==> src/rtl/prsnt_pkg.sv <==
// prsnt_pkg -- shared definitions for the presence-drive block.
//   prsnt_state_e : 3-bit FSM state encoding used by prsnt_drive
//   TMR_W         : width of the qualification / hold timer (ms_timer)
//   prsnt_level() : prsnt_out level associated with each state
package prsnt_pkg;

    localparam int TMR_W = 8;

    typedef enum logic [2:0] {
        ST_LO      = 3'd0,
        ST_DLY_HI  = 3'd1,
        ST_HOLD_HI = 3'd2,
        ST_HI      = 3'd3,
        ST_DLY_LO  = 3'd4,
        ST_HOLD_LO = 3'd5
    } prsnt_state_e;

    function automatic logic prsnt_level(input prsnt_state_e st);
        logic lvl;
        case (st)
            ST_HI, ST_DLY_LO, ST_HOLD_HI: lvl = 1'b1;
            default:                      lvl = 1'b0;
        endcase
        return lvl;
    endfunction

endpackage

==> src/rtl/prsnt_drive_ms_timer.sv <==
// ms_timer -- loadable down-counter in clk_1k ticks.
//   clk_1k     : 1 kHz clock, rising edge
//   cpld_rst_n : asynchronous active-low reset, clears the count
//   load/value : load the count with value on the next edge
//   hold       : freeze the count (takes priority over load)
//   expired    : count is 0 or 1, i.e. it reaches 0 on this edge;
//                the count never wraps below 0
module ms_timer
    import prsnt_pkg::*;
(
    input  logic             clk_1k,
    input  logic             cpld_rst_n,
    input  logic             load,
    input  logic [TMR_W-1:0] value,
    input  logic             hold,
    output logic             expired
);

    logic [TMR_W-1:0] count;

    always_ff @(posedge clk_1k or negedge cpld_rst_n) begin
        if (!cpld_rst_n) begin
            count <= '0;
        end else if (!hold) begin
            if (load) begin
                count <= value;
            end else if (count != '0) begin
                count <= count - 1'b1;
            end
        end
    end

    always_comb expired = (count[TMR_W-1:1] == '0);

endmodule

==> src/rtl/prsnt_drive.sv <==
// prsnt_drive -- qualified, hold-time limited presence level driver.
//   Parameters: ASSERT_DLY / DEASSERT_DLY (qualification cycles),
//               MIN_HOLD (dwell after each change), RST_LEVEL.
//   clk_1k, cpld_rst_n : clock / asynchronous active-low reset
//   req_in    : requested presence level
//   inhibit   : freeze state, timer and outputs
//   prsnt_out : registered presence level
//   busy      : FSM in a transitional state
//   edge_pls  : one-cycle pulse after each prsnt_out change
//   chg_cnt   : saturating change counter, only when the macro
//               PRSNT_DRIVE_CNT_EN is defined; constant 0 otherwise
module prsnt_drive
    import prsnt_pkg::*;
#(
    parameter int ASSERT_DLY   = 2,
    parameter int DEASSERT_DLY = 2,
    parameter int MIN_HOLD     = 4,
    parameter int RST_LEVEL    = 0
) (
    input  logic       clk_1k,
    input  logic       cpld_rst_n,
    input  logic       req_in,
    input  logic       inhibit,
    output logic       prsnt_out,
    output logic       busy,
    output logic       edge_pls,
    output logic [7:0] chg_cnt
);

    // Zero delays / hold times skip the corresponding state entirely.
    localparam prsnt_state_e     RST_ST     = (RST_LEVEL != 0) ? ST_HI : ST_LO;
    localparam prsnt_state_e     RISE_ST    = (MIN_HOLD == 0) ? ST_HI : ST_HOLD_HI;
    localparam prsnt_state_e     FALL_ST    = (MIN_HOLD == 0) ? ST_LO : ST_HOLD_LO;
    localparam logic [TMR_W-1:0] HOLD_VAL   = TMR_W'(MIN_HOLD);
    localparam prsnt_state_e     ARM_HI_ST  = (ASSERT_DLY == 0) ? RISE_ST : ST_DLY_HI;
    localparam logic [TMR_W-1:0] ARM_HI_VAL = (ASSERT_DLY == 0) ? HOLD_VAL : TMR_W'(ASSERT_DLY);
    localparam prsnt_state_e     ARM_LO_ST  = (DEASSERT_DLY == 0) ? FALL_ST : ST_DLY_LO;
    localparam logic [TMR_W-1:0] ARM_LO_VAL = (DEASSERT_DLY == 0) ? HOLD_VAL : TMR_W'(DEASSERT_DLY);

    prsnt_state_e     state, state_nxt;
    logic             tmr_load, tmr_exp;
    logic [TMR_W-1:0] tmr_val;
    logic             prsnt_nxt, edge_nxt;

    ms_timer u_timer (
        .clk_1k     (clk_1k),
        .cpld_rst_n (cpld_rst_n),
        .load       (tmr_load),
        .value      (tmr_val),
        .hold       (inhibit),
        .expired    (tmr_exp)
    );

    // State register; prsnt_out and edge_pls are registered from the
    // next state so they never glitch.
    always_ff @(posedge clk_1k or negedge cpld_rst_n) begin
        if (!cpld_rst_n) begin
            state     <= RST_ST;
            prsnt_out <= (RST_LEVEL != 0);
            edge_pls  <= 1'b0;
        end else begin
            state     <= state_nxt;
            prsnt_out <= prsnt_nxt;
            edge_pls  <= edge_nxt;
        end
    end

    // Next state. A hold that expires while req_in already opposes the
    // output arms the opposite qualification on that same edge rather
    // than spending a cycle in the stable state.
    always_comb begin
        state_nxt = state;
        tmr_load  = 1'b0;
        tmr_val   = '0;
        if (!inhibit) begin
            case (state)
                ST_LO: begin
                    if (req_in) begin
                        state_nxt = ARM_HI_ST;
                        tmr_load  = 1'b1;
                        tmr_val   = ARM_HI_VAL;
                    end
                end
                ST_DLY_HI: begin
                    if (!req_in) begin
                        state_nxt = ST_LO;
                        tmr_load  = 1'b1;
                    end else if (tmr_exp) begin
                        state_nxt = RISE_ST;
                        tmr_load  = 1'b1;
                        tmr_val   = HOLD_VAL;
                    end
                end
                ST_HOLD_HI: begin
                    if (tmr_exp) begin
                        tmr_load = 1'b1;
                        if (!req_in) begin
                            state_nxt = ARM_LO_ST;
                            tmr_val   = ARM_LO_VAL;
                        end else begin
                            state_nxt = ST_HI;
                        end
                    end
                end
                ST_HI: begin
                    if (!req_in) begin
                        state_nxt = ARM_LO_ST;
                        tmr_load  = 1'b1;
                        tmr_val   = ARM_LO_VAL;
                    end
                end
                ST_DLY_LO: begin
                    if (req_in) begin
                        state_nxt = ST_HI;
                        tmr_load  = 1'b1;
                    end else if (tmr_exp) begin
                        state_nxt = FALL_ST;
                        tmr_load  = 1'b1;
                        tmr_val   = HOLD_VAL;
                    end
                end
                ST_HOLD_LO: begin
                    if (tmr_exp) begin
                        tmr_load = 1'b1;
                        if (req_in) begin
                            state_nxt = ARM_HI_ST;
                            tmr_val   = ARM_HI_VAL;
                        end else begin
                            state_nxt = ST_LO;
                        end
                    end
                end
                default: begin
                    state_nxt = RST_ST;
                    tmr_load  = 1'b1;
                end
            endcase
        end
    end

    // Outputs. While inhibited state_nxt == state, so no edge can occur.
    always_comb begin
        busy      = (state != ST_LO) && (state != ST_HI);
        prsnt_nxt = prsnt_level(state_nxt);
        edge_nxt  = prsnt_nxt ^ prsnt_out;
    end

`ifdef PRSNT_DRIVE_CNT_EN
    logic [7:0] cnt_q;

    always_ff @(posedge clk_1k or negedge cpld_rst_n) begin
        if (!cpld_rst_n) begin
            cnt_q <= '0;
        end else if (edge_nxt && (cnt_q != '1)) begin
            cnt_q <= cnt_q + 1'b1;
        end
    end

    assign chg_cnt = cnt_q;
`else
    assign chg_cnt = '0;
`endif

endmodule

==> config.mk <==
export PLATFORM = sky130hd
export DESIGN_NAME = prsnt_drive
export DESIGN_NICKNAME = d
export VERILOG_FILES = /design/src/rtl/prsnt_pkg.sv /design/src/rtl/prsnt_drive_ms_timer.sv /design/src/rtl/prsnt_drive.sv
export SDC_FILE = /design/constraint.sdc
export NUM_CORES = 1
export LEC_CHECK = 0
export CORE_UTILIZATION = 40
export CTS_BUF_LIST = sky130_fd_sc_hd__clkbuf_8 sky130_fd_sc_hd__clkbuf_16
export DETAILED_ROUTE_END_ITERATION = 16
export PLACE_DENSITY_LB_ADDON = 0.08
export SLEW_MARGIN = 10
export SYNTH_ARGS = -nofsm -noshare
export SYNTH_HDL_FRONTEND = slang
export SYNTH_SLANG_ARGS = --single-unit
==> constraint.sdc <==
create_clock -name clk_1k -period 3.6 [get_ports clk_1k]
set_input_delay 1.08 -clock clk_1k [delete_from_list [all_inputs] [get_ports clk_1k]]
set_output_delay 1.08 -clock clk_1k [all_outputs]
set_load 0.01 [all_outputs]
======== Yosys cells after proc, flatten, opt, wreduce, memory -nomap -nowiden ========
Cells that the tools add are included.
word-level totals
  flip-flop bits (word level) ............. 13
  bits in latches ......................... 0
  memory bits (writable) .................. 0
  bits in read-only memories .............. 0
  bits of input ports ..................... 4
  logic and storage cells ................. 55
  memories kept ........................... 0
operators by class
  add/sub/neg operators ................... 1
  $mul .................................... 0
  div/mod/pow operators ................... 0
  order comparisons ....................... 0
  eq/ne operators ......................... 9
  shift-type cells ........................ 0
  muxes and demuxes ....................... 30
  bitwise logic cells ..................... 2
  reduce and logical (&&, ||, !) cells .... 9
operators by type and width
  kind                 number
  $pmux 8 s6           1
  $mux 3               13
  $mux 8               3
  $pmux 3 s6           1
  $eq 3x2->1 const B   4
  $eq 3x3->1 const B   3
  $mux 1               8
  $reduce_bool 8->1    1
  $sub 8x1->8 const B  1
  $logic_not 7->1      1
  $mux 2               3
  $pmux 1 s5           1
  $eq 3x1->1 const B   1
  $logic_not 3->1      1
  $ne 3x2->1 const B   1
  $reduce_bool 3->1    1
  $reduce_or 3->1      1
  $reduce_and 2->1     1
  $reduce_bool 2->1    1
  $reduce_or 2->1      1
  $logic_and 1x1->1    1
  $not 1->1            1
  $xor 1x1->1          1

======== Logic depth before layout (Yosys ltp) ========
  depth after elaboration ................. 9
  depth in mapped cells ................... 8
  gate-level depth less buffers ........... 8

======== By module ========
A second synthesis with hierarchy kept.
unflattened totals
  cells, all modules ...................... 129
  area, all modules ....................... 1088.5 um2
by module, submodules not included
  module       instances  cells each  area each (um2)  sequential area each (um2)
  ms_timer     1          64          575.6            200.2
  prsnt_drive  1          65          513.0            125.1

======== Worst setup path after synthesis ========
No wires, ideal clock.
  path kind ............................... in2reg
  start ................................... in req_in
  end ..................................... reg u_timer.count[5]
  setup time .............................. 0.076 ns
  arrival ................................. 2.441 ns
  data required time ...................... 3.524 ns
  slack ................................... 1.083 ns
  cell stages on the path ................. 8
  buffers on the path ..................... 2
  cells stage by stage .................... clkbuf_1 -> nor3b_1 -> a31oi_1 -> o21ai_1 -> or2_1 -> buf_2 -> or4_1 -> o21ai_1
between the ends
  longest elaborated chain between the ends .. 5
ends and longest elaborated chain
  element                             line                        RTL
  start: declaration                  prsnt_drive.sv:22           input logic req_in,
  $mux 1 (on tied branches)           --
  $pmux 1 s5 *                        prsnt_drive.sv:76           case (state)
  $mux 1 *                            prsnt_drive.sv:75           if (!inhibit) begin
  $reduce_bool 2->1 (no source line)  --
  $reduce_and 2->1 (no source line)   --
  end signal: assignment              prsnt_drive_ms_timer.sv:26  count <= value;
  end signal: assignment              prsnt_drive_ms_timer.sv:28  count <= count - 1'b1;
  end: declaration                    prsnt_drive_ms_timer.sv:19  logic [TMR_W-1:0] count;
Every way passes the cells marked *; elsewhere a longest branch is shown, timed or not.
A chain may end at the register's enable or synchronous reset.

======== Worst setup path in the final report ========
  start ................................... reg state[1]
  end ..................................... out busy
between the ends
  longest elaborated chain between the ends .. 2
ends and longest elaborated chain
  element                                                 line                RTL
  start: declaration                                      prsnt_drive.sv:40   prsnt_state_e state, state_nxt;
  start signal: assignment                                prsnt_drive.sv:62   state <= state_nxt;
  $ne 3x2->1 / $reduce_bool 3->1 (equally long branches)  prsnt_drive.sv:143  busy = (state != ST_LO) && (state != ST_HI);
  $logic_and 1x1->1 *                                     prsnt_drive.sv:143
  end: declaration                                        prsnt_drive.sv:25   output logic busy,
Marked as above.

==> metrics.md <==
| Metric | Value |
|---|---|
| Syn_area_per_cell | around 7.9 um2 |
| Hold Startpoint | prsnt_out$_DFF_PN0_ |
| 1st-iter DRT viols | 26 |
| DP HPWL | 1710 um |
| Leading area contributor after synthesis | dfrtp_1 |
| GRT overflow | 0 |
| Fraction of layout instances using a drive strength above 1 | 4.55% |
| Die Width | 52.3 um |
| Max clock buf depth | 2 |
| Antenna violations before repair | 0 |
| Final cell count without fillers | 160 |
| Total routed wirelength | 2310 um |
| Tightest Pin Transition | 0.900 ns |
| Worst VDD drop | 389 uV |
| Worst Setup Start Kind | flop |
| Synth cell types | 40 |
| Setup crit start | state[1]$_DFF_PN0_ |
| Drt wl/cell | 14.4 um |
| RR Startpoint | state[0]$_DFF_PN0_ |
| Total chip power | 0.956 mW |
| Register area share after synthesis | 32.1% |
| CP endpoint kind | primary output |
| DR pass1 iterations | 4 |
| Setup-failing EPs final | 0 |
| First-pass GRT wire length | approximately 4100 um |
| Vias after detailed routing | 911 |
| Worst skew pair latency | 0.24 ns |
| Post-route ant nets | 0 |
| Area grow syn2layout | 8.41% |
| Max Slew Vio Count | 0 |
| Hold Path End | edge_pls$_DFF_PN0_ |
| Final nets | ~140 |
| Synth Register Bits | 13 |
| Ranking of synthesized cells by area | dfrtp_1 (32%), buf_4 (5.9%), o21ai_0 (5.4%) |
| WS Path Type | flop to primary output |
| Clock transition at path regs | ~0.060 ns |
| Pwr/cell area | between 800 and 900 nW/um2 |
| Setup Buffers After CTS | 0 |
| Worst rel slew slack | 39.1% |
| GP Congestion | 0.908 |
| CTS hold repair buffers | 0 |
| Leak | roughly 0.45 nW |
| Final setup margin | 0.723 ns |
| Worst path slowest cell | dfrtp_1 |
| Largest net degree at the start of global routing | 16 |
| Final Skew | 0.00359 ns |
| Hold path cells | 1 |
| Vias per cell | 5.69 |
| CP required | 2.52 ns |
| H-Tree Level Count | 1 |
| Fmax | 348 MHz |
| R2R depth | 6 |
| TritonCTS clock tree | yes |
| Site Rows | 17 |
| Filler instances | 248 |
| RSZ-0062 raised after global routing | no |
| GRT Total Usage | between 20% and 30% |
| Ports | 15 |
| Die Area | 2740 um2 |
| Mapped Cells | 128 |
| Num CTS Buffers | 3 |
| Period minus WS final | ~2.9 ns |
| IO Port Bufs | 6 |
| Die Height | 52.3 um |
| Final hold slack | roughly 0.46 ns |
| Worst Hold Class | flop to flop |
| Most frequent cells in the layout | dfrtp_1 (13), nor2_1 (11), o21ai_0 (11) |
| Max-cap violations | 0 |
| Core Area | 2300 um2 |
| Placed Instances | 156 |
| Hold Vio Cnt, Final | 0 |
| Post_cts resized | 0 |
| CP Cell Sequence | nor2b_1 -> or3_1 -> clkdlybuf4s50_1 |
| Number of global-route vias before repair | 850 |
| Crit path max fanout | 15 |
| Remaining DRCs | 0 |
| Clock sink count | 13 |
| Status | completed |
| Crit-path max cell delay | between 0.5 and 0.6 ns |
| Clock root buffer | clkbuf_8 |
| N_diodes | 0 |
| YS warnings | 0 |
| Syn Std Cell Area | 1010 um2 |
| Data arrival time of the worst path | 1.80 ns |
| RR Endpoint | u_timer.count[1]$_DFFE_PN0P_ |
| Initial Util | between 40% and 50% |
| Sum Neg Setup Slack | 0 ns |
| Final worst-path cycle share | 79.9% |
| Pre-CTS setup slack | 0.598 ns |
| Top cell type's share of synthesized area | ~32% |
| Worst reg2reg setup slack | between 1 and 1.5 ns |
| Most common cell after layout, fill and taps aside | dfrtp_1 |
state kept, by name (all words and copies together), names as in the netlist:
signal,count
state,3
u_timer.count,8
edge_pls,1
prsnt_out,1
worst max path at each step:
stage	to	slack, ns	depth (start not counted)
3_5_place_dp	u_timer.count[7]$_DFFE_PN0P_	0.60	7
6_report	busy	0.72	3
5_1_grt	busy	0.64	3
2_1_floorplan	u_timer.count[5]$_DFFE_PN0P_	1.08	8
3_3_place_gp	u_timer.count[5]$_DFFE_PN0P_	0.64	7
4_1_cts	busy	0.73	3
Yosys cell counts, drive strengths merged:
library cell,count
o31ai,1
o21a,2
conb,1
xor2,1
o21ai,14
o2bb2ai,1
nor3b,2
clkbuf,4
o32a,1
or2,1
buf,11
dfrtp,13
a31oi,2
a21o,2
o2bb2a,1
nor2,11
a211o,1
nor3,2
ha,1
nand3,2
a2bb2oi,1
nand2,4
nor4b,2
nand4,2
a21oi,9
or3,4
o31a,1
nand2b,4
o211ai,3
o22ai,1
inv,8
nor4,5
or4,5
nor2b,3
a21boi,2
per-layer routing:
layer  up-vias  part of all wire (%)  global-route usage, %
li1        459                     -                      -
met1       429                    53                   31.1
met2        21                    43                   27.8
met3         2                   3.3                   3.48
met4         0                  0.48                   7.89
met5         -                     0                      0
area by class of cell:
type                            instances  area [um2]  share of cell area, %
Clock inverter                          1        3.75                  0.342
Timing Repair Buffer                    8        75.1                   6.84
Tap cell                               28        35.0                   3.19
Sequential cell                        13         325                   29.6
Multi-Input combinational cell         99         587                   53.5
Clock buffer                            3        41.3                   3.76
Inverter                                8        30.0                   2.74
stage by stage:
step / area (um2) / utilization, %
floorplan: 1040 / -
global placement: 1050 / 45.8
detailed placement: 1050 / 45.8
CTS: 1100 / 47.8
global route: 1100 / 47.8
finish: 1100 / 47.8
cells by family after synthesis:
logic type | share of synthesized area, %
buffers and inverters | 12.5
AND/OR/NAND/NOR | 26.8
AO/OA/AOI/OAI | 26.1
other | 0.370
flip-flops | 32.1
adder cells (fa/ha/maj) | 1.24
XOR/XNOR | 0.865
power breakdown:
group | switching [mW] | leakage (nW) | internal (mW)
Combinational | 0.279 | 0.264 | 0.228
Clock | 0.0562 | 0.0269 | 0.0754
Sequential | 0.108 | 0.162 | 0.210
Total | 0.444 | 0.453 | 0.513
critical path: cells and delay by family, from the launching register on:
kind          cells  cell delay [ns]
buf+inv           1             0.48
simple gates      2             0.54
flops             1             0.53
Power figures use the tool's default switching activity.
==> RTL change: new RTL, same settings <==
Set the package constant `TMR_W` to 12 (it was 8).
--- a/src/rtl/prsnt_pkg.sv
+++ b/src/rtl/prsnt_pkg.sv
@@ -6,3 +6,3 @@
 
-    localparam int TMR_W = 8;
+    localparam int TMR_W = 12;
 
Check against the original RTL: no difference found for any inputs over 10 cycles, from zero or initial values and one cycle with cpld_rst_n low; that may be too few to reach the edited logic, so the function may still have changed.
==> RTL change against the original RTL <==
The flow now finishes with violations (design-rule violations). Sequential cell count rose by 4. Final area rose by 17%. Sequential power rose by 28%. Area after synthesis rose by 19%. Combinational power rose by 14%. Power rose by 18%. Wire length rose by 6.3%. Sequential share of layout area rose by 3.6 points. Setup slack improved by 0.051 ns.
==> RTL change: results (changes against the original RTL) <==
multi-input logic cell count 105 (+6.1%); cell family with most CP delay flip-flops; most frequent cells after synthesis sky130_fd_sc_hd__dfrtp_1, sky130_fd_sc_hd__nor2_1, sky130_fd_sc_hd__buf_4, sky130_fd_sc_hd__nor3_1; First DRT Iteration DRCs 45 (+73%); critical register-to-register path endpoint u_timer.count[5]$_DFFE_PN0P_; core region area 2805 sq um (+22%); violations in the final reports design-rule violations; Slew headroom 0.4716 (+0.08019); Non-clock inverters 6 (-2); worst hold slack across all endpoints 0.4740 ns (+0.01367 ns); Crit Reg-Reg Startpoint u_timer.count[1]$_DFFE_PN0P_; placed cell count 165 (+5.8%); final weighted congestion in routability-driven placement 0.7856 (-13%); HPWL reported at the end of detailed placement 1758 microns (+2.7%); metal1 wirelength 1254 microns (+3.0%); count of mapped cells out of synthesis 137 (+7.0%); maximum fanout along the worst path 16 (+1); Psw 519.9 uW (+17%); peak ir drop on the vdd network 485.3 uV (+25%); total vias in the final route 981 (+7.7%); number of iterations in the first detailed-routing pass 10 (+6); cells taking the most area after synthesis sky130_fd_sc_hd__dfrtp_1, sky130_fd_sc_hd__nor2_1, sky130_fd_sc_hd__buf_4; Largest regs u_timer.count (12), state (3); Area growth syn-to-layout 6.445%; FFs & Latches 17 (+4); Max Clk Rate 0.3537 GHz (+1.8%); Non-clk bufs 6 (-2); vias per inst 5.805 (+1.9%); Total Routing Usage GR 0.1699 (-0.03386); layout cells sized above 1 0.08696 (+0.04150); share of the final layout cell area in sequential cells 0.3320 (+0.03557); placement-stage cell area 1236 sq um (+17%); worst reg-to-reg path cell count 7 (+1); drt drc 3 (+3); multi-input logic portion of the cell area 0.5381 (+0.003306); final-layout fill cell count 288 (+16%); run status finished, violations left; pre-CTS setup slack 0.6310 ns (+0.03306 ns); proportion of power drawn by combinational gates 0.514 (-0.016); clock network contribution to total cell area 0.03516 (-0.005893); register-to-register path setup slack 1.18 ns (-0.04 ns); pin count of the biggest net entering global routing 18 (+2); Clock Power 143 uW (+8%); proportion of synthesized chip area in sequential cells 0.3534 (+0.03205); insertion delay to the later sink of the worst-skew pair 0.26 ns (+0.02 ns); endpoint of the worst hold path edge_pls$_DFF_PN0_; total length of routed wires 2455 microns (+6.3%); Met3 Wirelength 82 microns (+7.9%); Met2 Wirelength 1073 microns (+7.0%); delay of the slowest critical-path stage 0.63 ns (+0.10 ns); global-route wire length before repair 4243 microns (+3.2%); Non-clock buffer share 0.04687 (-0.02154); Sw Share 0.4604 (-0.003476); worst hold path startpoint prsnt_out$_DFF_PN0_; Distinct cells, synth 46 (+15%); Post-Route Skew 0.01218 ns (+0.008592 ns)
## RTL change: changes by cell type after synthesis, moves of 4 or more
cell | unedited run | this run
sky130_fd_sc_hd__nor3_1 | 2 | 7
sky130_fd_sc_hd__dfrtp_1 | 13 | 17
sky130_fd_sc_hd__xnor2_1 | 0 | 6
sky130_fd_sc_hd__nor2_1 | 11 | 17
sky130_fd_sc_hd__o21ai_0 | 11 | 3
## RTL change: layer usage
metal / vias up / GRT usage
met5: - / 0
li1: 492 / -
met2: 17 / 0.2568
met1: 466 / 0.2388
met3: 6 / 0.04839
met4: 0 / 0.04181
## RTL change: cells by family after synthesis
family	count (synthesis)	synth area share
AOI/OAI and AO/OA	30	0.1944
xor gates and xnor gates	10	0.07276
adders and majority gates	1	0.01039
buffers and inverters	22	0.09563
DFF	17	0.3534
other	1	0.003116
and+or+nand+nor	56	0.2703
